**src/rtl/inst_prefetch_unit.sv**
```systemverilog
// Instruction prefetch stage: issues sequential word fetches to a 1-cycle
// synchronous instruction memory, queues returned words with their PC in a
// small FIFO, and hands them to the core over a valid/ready handshake.
// A redirect flushes the queue and discards the read in flight.
module inst_prefetch_unit #(
    parameter int unsigned      ADDR_W   = 32,
    parameter int unsigned      DATA_W   = 32,
    parameter int unsigned      DEPTH    = 4,
    parameter logic [ADDR_W-1:0] RESET_PC = '0
) (
    input  logic              clk_i,
    input  logic              res_i,
    output logic              mem_req_o,
    output logic [ADDR_W-1:0] mem_addr_o,
    input  logic [DATA_W-1:0] mem_rdata_i,
    input  logic              redirect_i,
    input  logic [ADDR_W-1:0] redirect_pc_i,
    output logic [DATA_W-1:0] inst_o,
    output logic [ADDR_W-1:0] inst_pc_o,
    output logic              inst_valid_o,
    input  logic              inst_ready_i
);

    localparam int unsigned PW = $clog2(DEPTH);
    localparam int unsigned CW = PW + 1;

    typedef enum logic [1:0] {
        BOOT  = 2'd0,
        FETCH = 2'd1,
        STALL = 2'd2
    } state_t;

    state_t            r_state;
    state_t            w_state_nxt;
    logic [ADDR_W-1:0] r_fetch_pc;
    logic              r_pending;
    logic [ADDR_W-1:0] r_pend_pc;
    logic [CW-1:0]     r_count;
    logic [PW-1:0]     r_wr_ptr;
    logic [PW-1:0]     r_rd_ptr;
    logic [DATA_W-1:0] r_fifo_data [DEPTH];
    logic [ADDR_W-1:0] r_fifo_pc   [DEPTH];

    logic [CW:0]       w_occ;
    logic              w_credit;
    logic              w_push;
    logic              w_pop;
    logic [ADDR_W-1:0] w_redir_pc;

    // Slots already committed: queued words plus the read whose data returns next cycle.
    // Uses registered count only, so a pop in this cycle does not free a slot yet.
    assign w_occ      = {1'b0, r_count} + {{CW{1'b0}}, r_pending};
    assign w_credit   = (w_occ < (CW+1)'(DEPTH));
    assign w_redir_pc = redirect_pc_i & ~ADDR_W'(3);

    // A redirect overrides both push and pop; the handshake still counts as consumed
    // from the core's side, the flush simply discards everything afterwards.
    assign w_push = r_pending & ~redirect_i;
    assign w_pop  = inst_valid_o & inst_ready_i & ~redirect_i;

    assign mem_addr_o   = r_fetch_pc;
    assign inst_valid_o = (r_count != '0);
    assign inst_o       = r_fifo_data[r_rd_ptr];
    assign inst_pc_o    = r_fifo_pc[r_rd_ptr];

    // FSM state register
    always_ff @(posedge clk_i or negedge res_i) begin
        if (!res_i) r_state <= BOOT;
        else        r_state <= w_state_nxt;
    end

    // Next-state and request generation
    always_comb begin
        w_state_nxt = r_state;
        mem_req_o   = 1'b0;
        case (r_state)
            BOOT:  w_state_nxt = FETCH;
            FETCH: begin
                if (w_credit) mem_req_o   = 1'b1;
                else          w_state_nxt = STALL;
            end
            STALL: if (w_credit) w_state_nxt = FETCH;
            default: w_state_nxt = BOOT;
        endcase
        if (redirect_i) w_state_nxt = FETCH;
    end

    // Fetch PC: load redirect target, otherwise advance by one word per request
    always_ff @(posedge clk_i or negedge res_i) begin
        if (!res_i)          r_fetch_pc <= RESET_PC;
        else if (redirect_i) r_fetch_pc <= w_redir_pc;
        else if (mem_req_o)  r_fetch_pc <= r_fetch_pc + ADDR_W'(4);
    end

    // In-flight read tracking; a redirect kills the read issued in the same cycle
    always_ff @(posedge clk_i or negedge res_i) begin
        if (!res_i) begin
            r_pending <= 1'b0;
            r_pend_pc <= '0;
        end else begin
            r_pending <= mem_req_o & ~redirect_i;
            r_pend_pc <= r_fetch_pc;
        end
    end

    // FIFO pointers and occupancy
    always_ff @(posedge clk_i or negedge res_i) begin
        if (!res_i) begin
            r_count  <= '0;
            r_wr_ptr <= '0;
            r_rd_ptr <= '0;
        end else if (redirect_i) begin
            r_count  <= '0;
            r_wr_ptr <= '0;
            r_rd_ptr <= '0;
        end else begin
            if (w_push) r_wr_ptr <= r_wr_ptr + PW'(1);
            if (w_pop)  r_rd_ptr <= r_rd_ptr + PW'(1);
            case ({w_push, w_pop})
                2'b10:   r_count <= r_count + CW'(1);
                2'b01:   r_count <= r_count - CW'(1);
                default: r_count <= r_count;
            endcase
        end
    end

    // FIFO storage: returned word together with the PC it was fetched from
    always_ff @(posedge clk_i or negedge res_i) begin
        if (!res_i) begin
            for (int unsigned i = 0; i < DEPTH; i++) begin
                r_fifo_data[i] <= '0;
                r_fifo_pc[i]   <= '0;
            end
        end else if (w_push) begin
            r_fifo_data[r_wr_ptr] <= mem_rdata_i;
            r_fifo_pc[r_wr_ptr]   <= r_pend_pc;
        end
    end

endmodule

```
**config.mk**
```make
export PLATFORM = sky130hd
export DESIGN_NAME = inst_prefetch_unit
export DESIGN_NICKNAME = d
export VERILOG_FILES = /design/src/rtl/inst_prefetch_unit.sv
export SDC_FILE = /design/constraint.sdc
export NUM_CORES = 1
export LEC_CHECK = 0
export BUFFER_PORTS_ARGS = -buffer_cell sky130_fd_sc_hd__buf_2
export CELL_PAD_IN_SITES_DETAIL_PLACEMENT = 1
export CELL_PAD_IN_SITES_GLOBAL_PLACEMENT = 1
export CORE_MARGIN = 1
export CORE_UTILIZATION = 43
export DETAILED_ROUTE_END_ITERATION = 6
export PLACE_DENSITY = 0.74
export SETUP_SLACK_MARGIN = 0.05
export SLEW_MARGIN = 25
export SYNTH_ARGS = -nofsm -noshare
export SYNTH_HDL_FRONTEND = slang
export SYNTH_SLANG_ARGS = --single-unit
```
**constraint.sdc**
```tcl
create_clock -name clk_i -period 2.5 [get_ports clk_i]
set_input_delay 0 -clock clk_i [delete_from_list [all_inputs] [get_ports clk_i]]
set_output_delay 0 -clock clk_i [all_outputs]
set_load 0.02 [all_outputs]
```
Word level (Yosys, flattened, before mapping) --
Cells that the tools add are included.
Operators by class: add/subtract/negate cells 6, order comparisons 4, equal/unequal tests 6, multiplexer cells 24, bitwise gates (word level) 7, reduce and logical (&&, ||, !) cells 8
Operators with widths (count):
- $bwmux W128 | 2
- $mux W32 | 7
- $bmux W32 S2 | 2
- $demux W32 S2 | 1
- $add A32 B3 Y32 const B | 1
- $mux W2 | 7
- $ge A3 B3 Y1 const B | 2
- $ne A3 B3 Y1 const B | 2
- $not A2 Y3 | 2
- $pmux W2 S3 | 1
- $pmux W3 S2 | 1
- $reduce_bool A2 Y1 | 3
- $reduce_bool A3 Y1 | 2
- $add A2 B1 Y2 const B | 2
- $add A3 B1 Y4 | 1
- $and A1 B1 Y1 | 4
- $eq A2 B1 Y1 const B | 2
- $eq A2 B2 Y1 const B | 2
- $lt A4 B3 Y1 const B | 1
- $add A3 B1 Y3 const B | 1
- $lt A3 B1 Y1 const B | 1
- $mux W3 | 1
- $sub A3 B1 Y3 const B | 1
- $logic_not A2 Y1 | 1
- 4 further kinds | 5
Word-level totals: bits in registers 330, logic and storage cells 70

Longest topological paths before layout --
depth in word-level cells 6, depth in mapped cells 8, gate-level depth less buffers 6

Least setup slack after synthesis --
OpenSTA, ideal clock, no wires.
kind reg2reg, from register r_state[1], to register r_fetch_pc[15] (netlist: mem_addr_o[15]), arrival 2031 ps, path slack 328 ps, cell stages (with the launch flop) 8, buffers on the path 3, clock period less this slack 2172 ps, cells stage by stage dfrtp_1 -> or3b_1 -> buf_2 -> or4_1 -> buf_2 -> clkbuf_1 -> o31ai_1 -> a31oi_1
Between the ends: word-level cells in the longest chain between the ends 3
Ends and longest elaborated chain:
- from (decl) | RTL line 33 | state_t r_state;
- from (signal assigned) | RTL line 69 | else r_state <= w_state_nxt;
- $eq A2 B1 Y1 | RTL line 76 | case (r_state)
- $mux W1 | RTL line 76
- $reduce_bool A2 Y1 (no line)
- to (signal assigned) | RTL line 91 | else if (redirect_i) r_fetch_pc <= w_redir_pc;
- to (signal assigned) | RTL line 92 | else if (mem_req_o) r_fetch_pc <= r_fetch_pc + ADDR_W'(4);
- to (decl) | RTL line 35 | logic [ADDR_W-1:0] r_fetch_pc;
No other way between the ends. A chain may end at the register's enable or synchronous reset.

Worst setup path in the final report --
from register r_state[1], to register r_fetch_pc[25] (netlist: mem_addr_o[25])
Same word-level chain as after synthesis.

==> results by group <==
Synth
  – Post-synth EDFFs: 0
  – Post-synthesis async set-or-reset flop share: 100.0%
  – Post-Synthesis Cells: 904
  – FF+latch count, synth: 318
  – Post-Synthesis Cell Area: 13720 um2
  – Synth cell types: 43
  – Avg Inst Size Synth: 15.18 um2
  – Synth Flop Type: dfrtp_1
  – Yosys warnings: 0
  – Register area share after synthesis: 57.99%

Layout
  – # nets final: about 1200
  – # diodes: 0
  – Share of cells above drive strength 1: just under 50%
  – Area delta synth->final: 24.89%
  – Layout Cells excl Fill: roughly 1600

Clock network
  – Clk Tree Root Cell: clkbuf_16
  – Clk_lat worst skew: 520 ps
  – Worst-path clk slew: 60 ps
  – Clk sinks: 318
  – CTS tree: done
  – Worst-case clock buffer depth: 3
  – H-tree levels: 2
  – Cts bufs inserted: 37

Placement
  – Dpl cells: 1440
  – PortBufs: about 160
  – Hpwl dp: around 20000 um
  – Placer Congestion: 0.7796

Pwr
  – Leak: 0.007646 uW
  – Pwr Total: 21210 uW
  – Max VDD drop: 0.5947 mV
  – PD cells: 1237 nW/um2

Global route
  – GRT overflow: 0
  – Initial antenna violation count: 0
  – Global-route wire length before repair: around 53000 um
  – Largest net degree at the start of global routing: 77
  – Number of global-route vias before repair: 9721
  – GRT Resource Usage Total: 20.46%

STA
  – Period utilization: 94.11%
  – TNS Setup: 0 ps
  – Final Setup Violations: 0
  – Final hold violations: 0
  – Fin. max-slew vios: 0
  – Highest achievable clock rate: 0.4250 GHz
  – Rel. slew slack: between 40% and 50%
  – Worst Skew: 25.83 ps
  – Period minus WS final: 2353 ps
  – RSZ-0062 raised after global routing: no
  – Tightest Pin Transition: 804.7 ps

Floorplanning
  – Die Height: roughly 180 um
  – Die area: 32630 um2
  – Die X-Extent: 180.6 um
  – Row cnt: 65
  – Io pins: ~170
  – Initial Util: 43.60%
  – Core area: roughly 31000 um2

Setup path
  – WP data arrival: 2790 ps
  – Req. time, crit path: between 2000 and 3000 ps
  – Flop2flop setup slack: 150 ps
  – Worst setup path category: flop to flop
  – Reg2reg start: r_state[1]
  – CP endpoint kind: flop
  – Crit path launch type: flop
  – Critical Path Fanout Max: 19
  – Worst R2R Path Depth: 5
  – R2R Path End: mem_addr_o[25]

Min path
  – Hold Path Class: primary input to async pin

Routing
  – Routed wire length: approximately 32000 um
  – Via count: 8619
  – Detail Route Antenna Nets: 0
  – Iteration count of the initial detailed-routing pass: 4
  – Routed vias/inst: 5.493
  – Drt wl/cell: 20.32 um
  – Drc violations: 0
  – Initial drt markers: a little over 300

Flow run
  – Max-cap violation count: 0

Status
  – Run status: completed
## through the flow
stage	utilization (%)	hold WS, ps	worst slack, ps	cell area, um2
after CTS	54.44	21.16	143.0	17130
final	54.45	45.88	147.2	17140
after global placement	48.42	32.19	213.8	15240
after floorplan	-	-295.6	328.1	13730
after detailed placement	48.42	33.20	169.0	15240
after global routing	54.45	65.16	86.43	17140
## critical path: stages (launching register included)
cell and delay (ps):
dfrtp_1 420, or3b_1 510, or4_1 530, buf_4 210, or4_1 410, a31oi_1 180
## routing by layer
| layer | GRT usage, % | wire [um] | vias to the layer above |
|---|---|---|---|
| met4 | 5.162 | 581 | 0 |
| met5 | 0 | 0 | - |
| met1 | 27.71 | 14240 | 4530 |
| met2 | 33.99 | 15720 | 182 |
| met3 | 3.840 | 1341 | 48 |
| li1 | - | - | 3859 |
## repair_timing
item	4_1_cts	5_1_grt
resized for setup	0	1
endpoints found under the hold margin	230	0
hold buffers	64	0
endpoints found under the setup margin	0	1
setup buffers	0	0
## worst max path at each step
stage / start / to / slack, ps / depth (start not counted)
after global placement: r_count[2] / mem_addr_o[25] / 210 / 5
after global routing: r_state[1] / mem_addr_o[25] / 90 / 5
after CTS: r_state[1] / mem_addr_o[25] / 140 / 5
after floorplan: r_state[1] / mem_addr_o[15] / 330 / 7
final: r_state[1] / mem_addr_o[25] / 150 / 5
after detailed placement: r_state[1] / mem_addr_o[25] / 170 / 5
## registers in the layout, indices dropped and copies added, names as in the netlist
signal       flops
r_fifo_data    128
r_fifo_pc      120
mem_addr_o      30
r_pend_pc       30
r_count          3
r_rd_ptr         2
r_state          2
r_wr_ptr         2
r_pending        1
## cells in the final DEF (no fill, tap or decap), types with 3 or more instances in the layout
cell           count
a21oi_1            3
a31oi_1           16
and3_1             5
and4_1             3
buf_12            14
buf_2            158
buf_4             15
bufinv_16          4
clkbuf_1           7
clkbuf_16         37
clkbuf_8           7
clkinv_2           5
conb_1             4
dfrtp_1          316
dlygate4sd3_1     64
ha_1               5
inv_1              6
inv_6              3
mux2_2           248
mux2i_1            3
mux4_2            62
nand2_1           21
nand2_4            4
nand3_1           17
nand4_1            9
nor2_1            24
nor2b_1            4
nor3_1             6
nor4_1             3
o21ai_0           16
o31ai_1           13
or3_1              6
or4_1             22
xnor2_1            8
xor2_1             4
## logic make-up after synthesis
group | Yosys count | synth area share [%]
adders and majority gates | 7 | 0.6747
xor gates and xnor gates | 12 | 0.7659
and+or+nand+nor | 133 | 5.306
buffers and inverters | 64 | 1.887
muxes | 313 | 30.74
other | 1 | 0.02733
DFF | 318 | 57.99
AOI/OAI and AO/OA | 56 | 2.608
## synth_stat cells (all sizes together), types with 6 or more instances
library cell  number  area [um2]
dfrtp            318        7958
mux2             248        2793
mux4              62        1396
clkbuf            43       161.4
nand2             25       93.84
nor2              24       90.09
or4               23       176.4
nand3             17       85.08
a31oi             16       100.1
o21ai             16       80.08
buf               14       71.32
o31ai             13       97.59
nand4              9       56.30
xnor2              8       70.07
inv                7       26.27
or3                7       43.79
nor3               6       30.03
## power by group
part,internal (uW),switching (uW)
clock network,3370,2120
registers,7200,1220
logic,3870,3430
## final cells by class
| class | instances | area (um2) |
|---|---|---|
| clock inverter | 14 | 203.9 |
| inverter | 7 | 26.28 |
| multi-input combinational | 525 | 5553 |
| clock buffer | 51 | 1049 |
| sequential | 318 | 7965 |
| fill | 3015 | 14340 |
| tap | 402 | 503.0 |
| timing repair buffer | 252 | 1839 |
(Power assumes the default switching activity.)
